--- config.mk ---
export PLATFORM = sky130hd
export DESIGN_NAME = multicycle_controller
export DESIGN_NICKNAME = d
export VERILOG_FILES = /design/src/rtl/multicycle_controller.sv
export SDC_FILE = /design/constraint.sdc
export NUM_CORES = 1
export LEC_CHECK = 0
export CAP_MARGIN = 20
export CELL_PAD_IN_SITES_DETAIL_PLACEMENT = 1
export CELL_PAD_IN_SITES_GLOBAL_PLACEMENT = 1
export CORE_AREA = 3 3 73 75
export DETAILED_ROUTE_END_ITERATION = 8
export DIE_AREA = 0 0 76 78
export GPL_ROUTABILITY_DRIVEN = 0
export PLACE_DENSITY_LB_ADDON = 0.2
export SYNTH_ARGS = -nofsm -noshare
export SYNTH_HDL_FRONTEND = slang
export SYNTH_SLANG_ARGS = --single-unit
--- constraint.sdc ---
create_clock -name clock -period 2.9 [get_ports clock]
set_clock_uncertainty 0.2 [all_clocks]
set_input_delay 0.725 -clock clock [delete_from_list [all_inputs] [get_ports clock]]
set_output_delay 0.725 -clock clock [all_outputs]
set_load 0.02 [all_outputs]
--- src/rtl/multicycle_controller.sv ---
// Five-phase sequencer for the 16-bit SIMPLE core: run/stop/step control,
// memory handshake with stall timeout, branch resolution and retire counter.
module multicycle_controller #(
  parameter int CNT_W      = 16,
  parameter int WAIT_LIMIT = 15
) (
  input  logic             clock,
  input  logic             reset,
  input  logic             exec,
  input  logic             step,
  input  logic [15:0]      instr,
  input  logic [3:0]       flags,
  input  logic             mem_ready,
  output logic             mem_req,
  output logic             MemRead,
  output logic             MemWrite,
  output logic             IRWrite,
  output logic             PCWrite,
  output logic             PCSrc,
  output logic             RegWrite,
  output logic             MemtoReg,
  output logic             RegDst,
  output logic             ALUSrc,
  output logic             FlagWrite,
  output logic             OutEn,
  output logic [4:0]       phase,
  output logic             running,
  output logic             Halt,
  output logic             fault,
  output logic [CNT_W-1:0] icount
);

  localparam int WAIT_W = (WAIT_LIMIT < 2) ? 1 : $clog2(WAIT_LIMIT + 1);

  typedef enum logic [2:0] {
    ST_STOP  = 3'd0,
    ST_P1    = 3'd1,
    ST_P2    = 3'd2,
    ST_P3    = 3'd3,
    ST_P4    = 3'd4,
    ST_P5    = 3'd5,
    ST_HALT  = 3'd6,
    ST_FAULT = 3'd7
  } state_t;

  state_t            state_r;
  logic              stop_pending_r;
  logic              armed_r;
  logic              exec_d_r;
  logic              step_d_r;
  logic [WAIT_W-1:0] wait_r;
  logic [CNT_W-1:0]  icount_r;

  logic [1:0] op1_s;
  logic [2:0] op2_s;
  logic [2:0] cond_s;
  logic [3:0] op3_s;
  logic       is_ld_s, is_st_s, is_li_s, is_addi_s, is_b_s, is_bc_s, is_alu_s, is_hlt_s;
  logic       alu_regwr_s, alu_flagwr_s, taken_s;
  logic       exec_edge_s, step_edge_s, stall_s, timeout_s, busy_s;
  logic       unused_ok_s;

  assign op1_s  = instr[15:14];
  assign op2_s  = instr[13:11];
  assign cond_s = instr[10:8];
  assign op3_s  = instr[7:4];

  assign is_ld_s   = (op1_s == 2'b00);
  assign is_st_s   = (op1_s == 2'b01);
  assign is_li_s   = (op1_s == 2'b10) && (op2_s == 3'b000);
  assign is_addi_s = (op1_s == 2'b10) && (op2_s == 3'b001);
  assign is_b_s    = (op1_s == 2'b10) && (op2_s == 3'b100);
  assign is_bc_s   = (op1_s == 2'b10) && (op2_s == 3'b111);
  assign is_alu_s  = (op1_s == 2'b11);
  assign is_hlt_s  = is_alu_s && (op3_s == 4'b1111);

  // CMP, OUT, NOP and HLT leave the register file untouched
  assign alu_regwr_s  = is_alu_s && (op3_s != 4'b0101) && (op3_s != 4'b1101)
                        && (op3_s != 4'b1110) && (op3_s != 4'b1111);
  assign alu_flagwr_s = is_alu_s && (op3_s <= 4'b1011);

  // The first clock after reset release only primes the edge detectors
  assign exec_edge_s = armed_r && exec && !exec_d_r;
  assign step_edge_s = armed_r && step && !step_d_r;

  assign busy_s    = (state_r == ST_P1) || (state_r == ST_P2) || (state_r == ST_P3)
                     || (state_r == ST_P4) || (state_r == ST_P5);
  assign stall_s   = mem_req && !mem_ready;
  assign timeout_s = (WAIT_LIMIT > 0) && stall_s && (wait_r == WAIT_W'(WAIT_LIMIT - 1));

  assign icount      = icount_r;
  assign unused_ok_s = ^{instr[3:0], flags[1]};

  // Branch condition from {S,Z,C,V}
  always_comb begin
    taken_s = 1'b0;
    case (cond_s)
      3'b000:  taken_s = flags[2];
      3'b001:  taken_s = flags[3] ^ flags[0];
      3'b010:  taken_s = flags[2] | (flags[3] ^ flags[0]);
      3'b011:  taken_s = !flags[2];
      default: taken_s = 1'b0;
    endcase
  end

  // Datapath strobes decoded from the current phase and instruction
  always_comb begin
    mem_req   = 1'b0;
    MemRead   = 1'b0;
    MemWrite  = 1'b0;
    IRWrite   = 1'b0;
    PCWrite   = 1'b0;
    PCSrc     = 1'b0;
    RegWrite  = 1'b0;
    MemtoReg  = 1'b0;
    RegDst    = 1'b0;
    ALUSrc    = 1'b0;
    FlagWrite = 1'b0;
    OutEn     = 1'b0;
    case (state_r)
      ST_P1: begin
        mem_req = 1'b1;
        IRWrite = mem_ready;
        PCWrite = mem_ready;
      end
      ST_P3: begin
        ALUSrc    = is_ld_s || is_st_s || is_addi_s;
        FlagWrite = alu_flagwr_s || is_addi_s;
      end
      ST_P4: begin
        if (is_ld_s) begin
          mem_req = 1'b1;
          MemRead = 1'b1;
        end else if (is_st_s) begin
          mem_req  = 1'b1;
          MemWrite = 1'b1;
        end else if (is_b_s) begin
          PCSrc   = 1'b1;
          PCWrite = 1'b1;
        end else if (is_bc_s) begin
          PCSrc   = taken_s;
          PCWrite = taken_s;
        end else begin
          PCSrc = 1'b0;
        end
      end
      ST_P5: begin
        RegWrite = is_ld_s || is_li_s || is_addi_s || alu_regwr_s;
        MemtoReg = is_ld_s;
        RegDst   = !is_ld_s;
        OutEn    = is_alu_s && (op3_s == 4'b1101);
      end
      default: mem_req = 1'b0;
    endcase
  end

  // Status decode of the state register
  always_comb begin
    phase   = 5'b00000;
    running = busy_s && !stop_pending_r;
    Halt    = (state_r == ST_HALT);
    fault   = (state_r == ST_FAULT);
    case (state_r)
      ST_P1:   phase = 5'b00001;
      ST_P2:   phase = 5'b00010;
      ST_P3:   phase = 5'b00100;
      ST_P4:   phase = 5'b01000;
      ST_P5:   phase = 5'b10000;
      default: phase = 5'b00000;
    endcase
  end

  // Phase sequencer, run/stop control, stall timer and retire counter
  always_ff @(posedge clock or negedge reset) begin
    if (!reset) begin
      state_r        <= ST_STOP;
      stop_pending_r <= 1'b0;
      armed_r        <= 1'b0;
      exec_d_r       <= 1'b0;
      step_d_r       <= 1'b0;
      wait_r         <= '0;
      icount_r       <= '0;
    end else begin
      armed_r  <= 1'b1;
      exec_d_r <= exec;
      step_d_r <= step;
      wait_r   <= stall_s ? (wait_r + WAIT_W'(1)) : '0;
      if (busy_s && exec_edge_s) begin
        stop_pending_r <= 1'b1;
      end
      case (state_r)
        ST_STOP: begin
          if (exec_edge_s) begin
            stop_pending_r <= 1'b0;
            state_r        <= ST_P1;
          end else if (step_edge_s) begin
            stop_pending_r <= 1'b1;
            state_r        <= ST_P1;
          end
        end
        ST_P1: begin
          if (timeout_s) begin
            state_r <= ST_FAULT;
          end else if (mem_ready) begin
            state_r <= ST_P2;
          end
        end
        ST_P2: state_r <= is_hlt_s ? ST_HALT : ST_P3;
        ST_P3: state_r <= ST_P4;
        ST_P4: begin
          if (is_ld_s || is_st_s) begin
            if (timeout_s) begin
              state_r <= ST_FAULT;
            end else if (mem_ready) begin
              state_r <= ST_P5;
            end
          end else begin
            state_r <= ST_P5;
          end
        end
        ST_P5: begin
          icount_r <= icount_r + CNT_W'(1);
          state_r  <= (stop_pending_r || exec_edge_s) ? ST_STOP : ST_P1;
        end
        ST_HALT:  state_r <= ST_HALT;
        ST_FAULT: state_r <= ST_FAULT;
        default:  state_r <= ST_FAULT;
      endcase
    end
  end

endmodule
==> flow_summary.ini <==
[timing]
setup_viol = 0
fin_crit_sh = 0.977
worst_pin_slew_ns = 0.497
relSlewSlack = 0.667
hold_viol_final = 0
fin_hold_ws_ns = 0.296
min_period_ns = 2.83
fmax_ghz = 0.353
maxSlewViolCount = 0

[place]
postPlaceCellArea_um2 = 2420
dp_hpwl_mm = 3.60
port_buffers = 55

[finish]
finish.instance_area_um2 = 2470
drive_above_1_share = 0.227
seq_area_um2 = 678
diodes = 0
utilization = 0.524
num-nets-final = 288
n_fill_cell = 563
syn_to_final_growth_pct = 53.0
multi_input_area_um2 = 942

[grt]
antenna_found_initial = 0
grt_max_degree = 28
grt_util_met2 = 0.280
grt_pass1_vias = 1667
grt_busiest_layer = met2
grtUsageMet1 = 0.218
use_met3 = 0.0290
grt_use_total = 0.163
grt_pass1_wl_mm = 8.05
grt-ovfl-total = 0

[synthesis]
postSynthCellCount = 178
yosysTopAreaCell = dfrtp_1
synth_nets = 209
yosysSeqAreaShare = 0.418
synth_common_cells = 27 x dfrtp_1, 22 x nor2_1, 18 x nand2_1
synth_top_flop_cell = dfrtp_1
synth-edff-count = 0
yosys-top-cells-area = dfrtp_1 42%, xnor2_1 6.0%, nor2_1 5.1%, ha_1 4.6%, xor2_1 4.3%
ys.warnings.count = 0
avgSynthCellArea_um2 = 9.09
synthMostInstantiatedCell = dfrtp_1
syn_area_um2 = 1620
synthArstFlopShare = 1.00
synth-seq-cells = 27
synthDominantCellAreaShare = 0.418
synth_cell_type_count = 41

[clock_network]
cts_tree = yes
path_clk_slew_ns = 0.09
ctsHtreeMaxLevel = 1
cts.sinks = 27
clk_latency_ns = 0.27
numCtsBuffers = 3
clk_path_buf_depth = 2
root_buffer = clkbuf_8
post_cts_buffers = 0

[drt]
drc_errors = 0
firstDrtPassIters = 4
wl_per_cell_um = 14.1
drt_iter0_drc = 26
postRouteAntennaNets = 0
routed_wl_mm = 4.55
avgViaCountPerCell = 4.82
vias = 1558

[die]
boundaryPins = 61
design.die.area_um2 = 5930
core-area_um2 = 4720
row_count = 25
die_width_um = 76
initial_utilization = 0.343
fp.dieH_um = 78

[min_path]
min_to = icount[15]
hp-class = register to register
worstHoldStart = icount[15]
whs_path_depth = 1

[critical_path]
r2r_start = state_r[0]
cp-end-kind = output pin
cp.arrival_ns = 1.91
r2r_cells = 4
worst_setup_path_start_kind = primary input
crit_start = flags[3]
worstSetupPathType = primary input to output pin
cp.required_ns = 1.98
r2r_setup_slack_ns = 0.86
r2r_end = state_r[0]
critPathMaxFanout = 2

[flow_run]
max_cap_viol_count = 0

[power_and_ir_drop]
power_density_nw_per_um2 = 507
power.leakage_nw = 1.17
ir_drop_uv = 197

[outcome]
status = finished clean
cells in the final DEF, fill, tap and decap left out, drive strengths merged, types with 2 or more instances in the layout:
cell	count
clkbuf	4
inv	8
o221ai	2
buf	34
nand2b	3
and3	5
xor2	8
mux2	2
nor3b	3
a211oi	2
a21oi	6
nand3b	3
dlygate4sd2	11
dfrtp	27
nor2	22
o21ai	9
nand4	6
xnor2	11
or3	2
nand3	5
ha	6
nand2	18
nor4b	2
nor4	3
nor3	4
nor2b	2
dlymetal6s2s	2
clkdlybuf4s15	2
clkdlybuf4s50	30
sequential cells by signal (all words and copies together), names as in the netlist:
signal and count:
icount 16, state_r 3, exec_d_r 1, wait_r 4, step_d_r 1, stop_pending_r 1, armed_r 1
worst max-delay path, stage by stage:
cell and delay [ns]:
clkdlybuf4s15_1 0.21, xor2_2 0.18, o21ai_1 0.09, a2111o_1 0.39
o21ai_2 0.17, buf_6 0.14
where the power goes:
group          total, mW  internal [mW]  switching [mW]
clock              0.206         0.0961           0.110
sequential         0.477          0.418          0.0589
combinational      0.571          0.269           0.302
cell type report:
class                   count  area share
multi-input cells         137       0.381
repair buffers             80       0.281
flip-flops and latches     27       0.274
well taps                  67      0.0339
clock buffers               3      0.0167
inverters                   8      0.0121
clock inverters             1     0.00202
cells by family (layout without fill, tap and decap cells):
kind of cell / after synthesis / after routing / share of synthesized area
flip-flops: 27 / 27 / 0.418
AND/OR/NAND/NOR: 82 / 82 / 0.275
AO/OA/AOI/OAI: 27 / 27 / 0.110
XOR/XNOR: 19 / 19 / 0.103
buffers and inverters: 14 / 92 / 0.0325
other: 1 / 1 / 0.00232
adder cells (fa/ha/maj): 6 / 6 / 0.0464
multiplexers: 2 / 2 / 0.0139
repair_timing:
action,CTS,global route
pin swaps,7,6
resized for setup,67,14
setup endpoints to repair,14,9
hold buffers,0,0
endpoints found under the hold margin,0,0
per-layer routing:
metal | up-vias | wire, µm
li1 | 774 | -
met1 | 744 | 2130
met2 | 36 | 2220
met3 | 4 | 172
met4 | 0 | 24
met5 | - | 0
worst max path at each step:
stage	cells past startpoint	slack, ns	end
2_1_floorplan	5	0.03	PCSrc
3_3_place_gp	6	-0.70	PCSrc
3_5_place_dp	6	-0.78	PCSrc
4_1_cts	5	0.0003	MemRead
5_1_grt	6	-0.02	PCWrite
6_report	6	0.07	PCSrc
through the flow:
step | TNS (ns) | instances | total power, mW | setup WS, ns
final | 0 | 323 | 1.25 | 0.0680
after CTS | 0 | 323 | 1.28 | 0.000298
after global placement | -5.86 | 319 | 1.06 | -0.696
after floorplan | 0 | 178 | 0.795 | 0.0333
after detailed placement | -6.03 | 319 | 1.08 | -0.779
after global routing | -0.0276 | 323 | 1.36 | -0.0161
No activity file was read; power rests on OpenSTA's default activity.
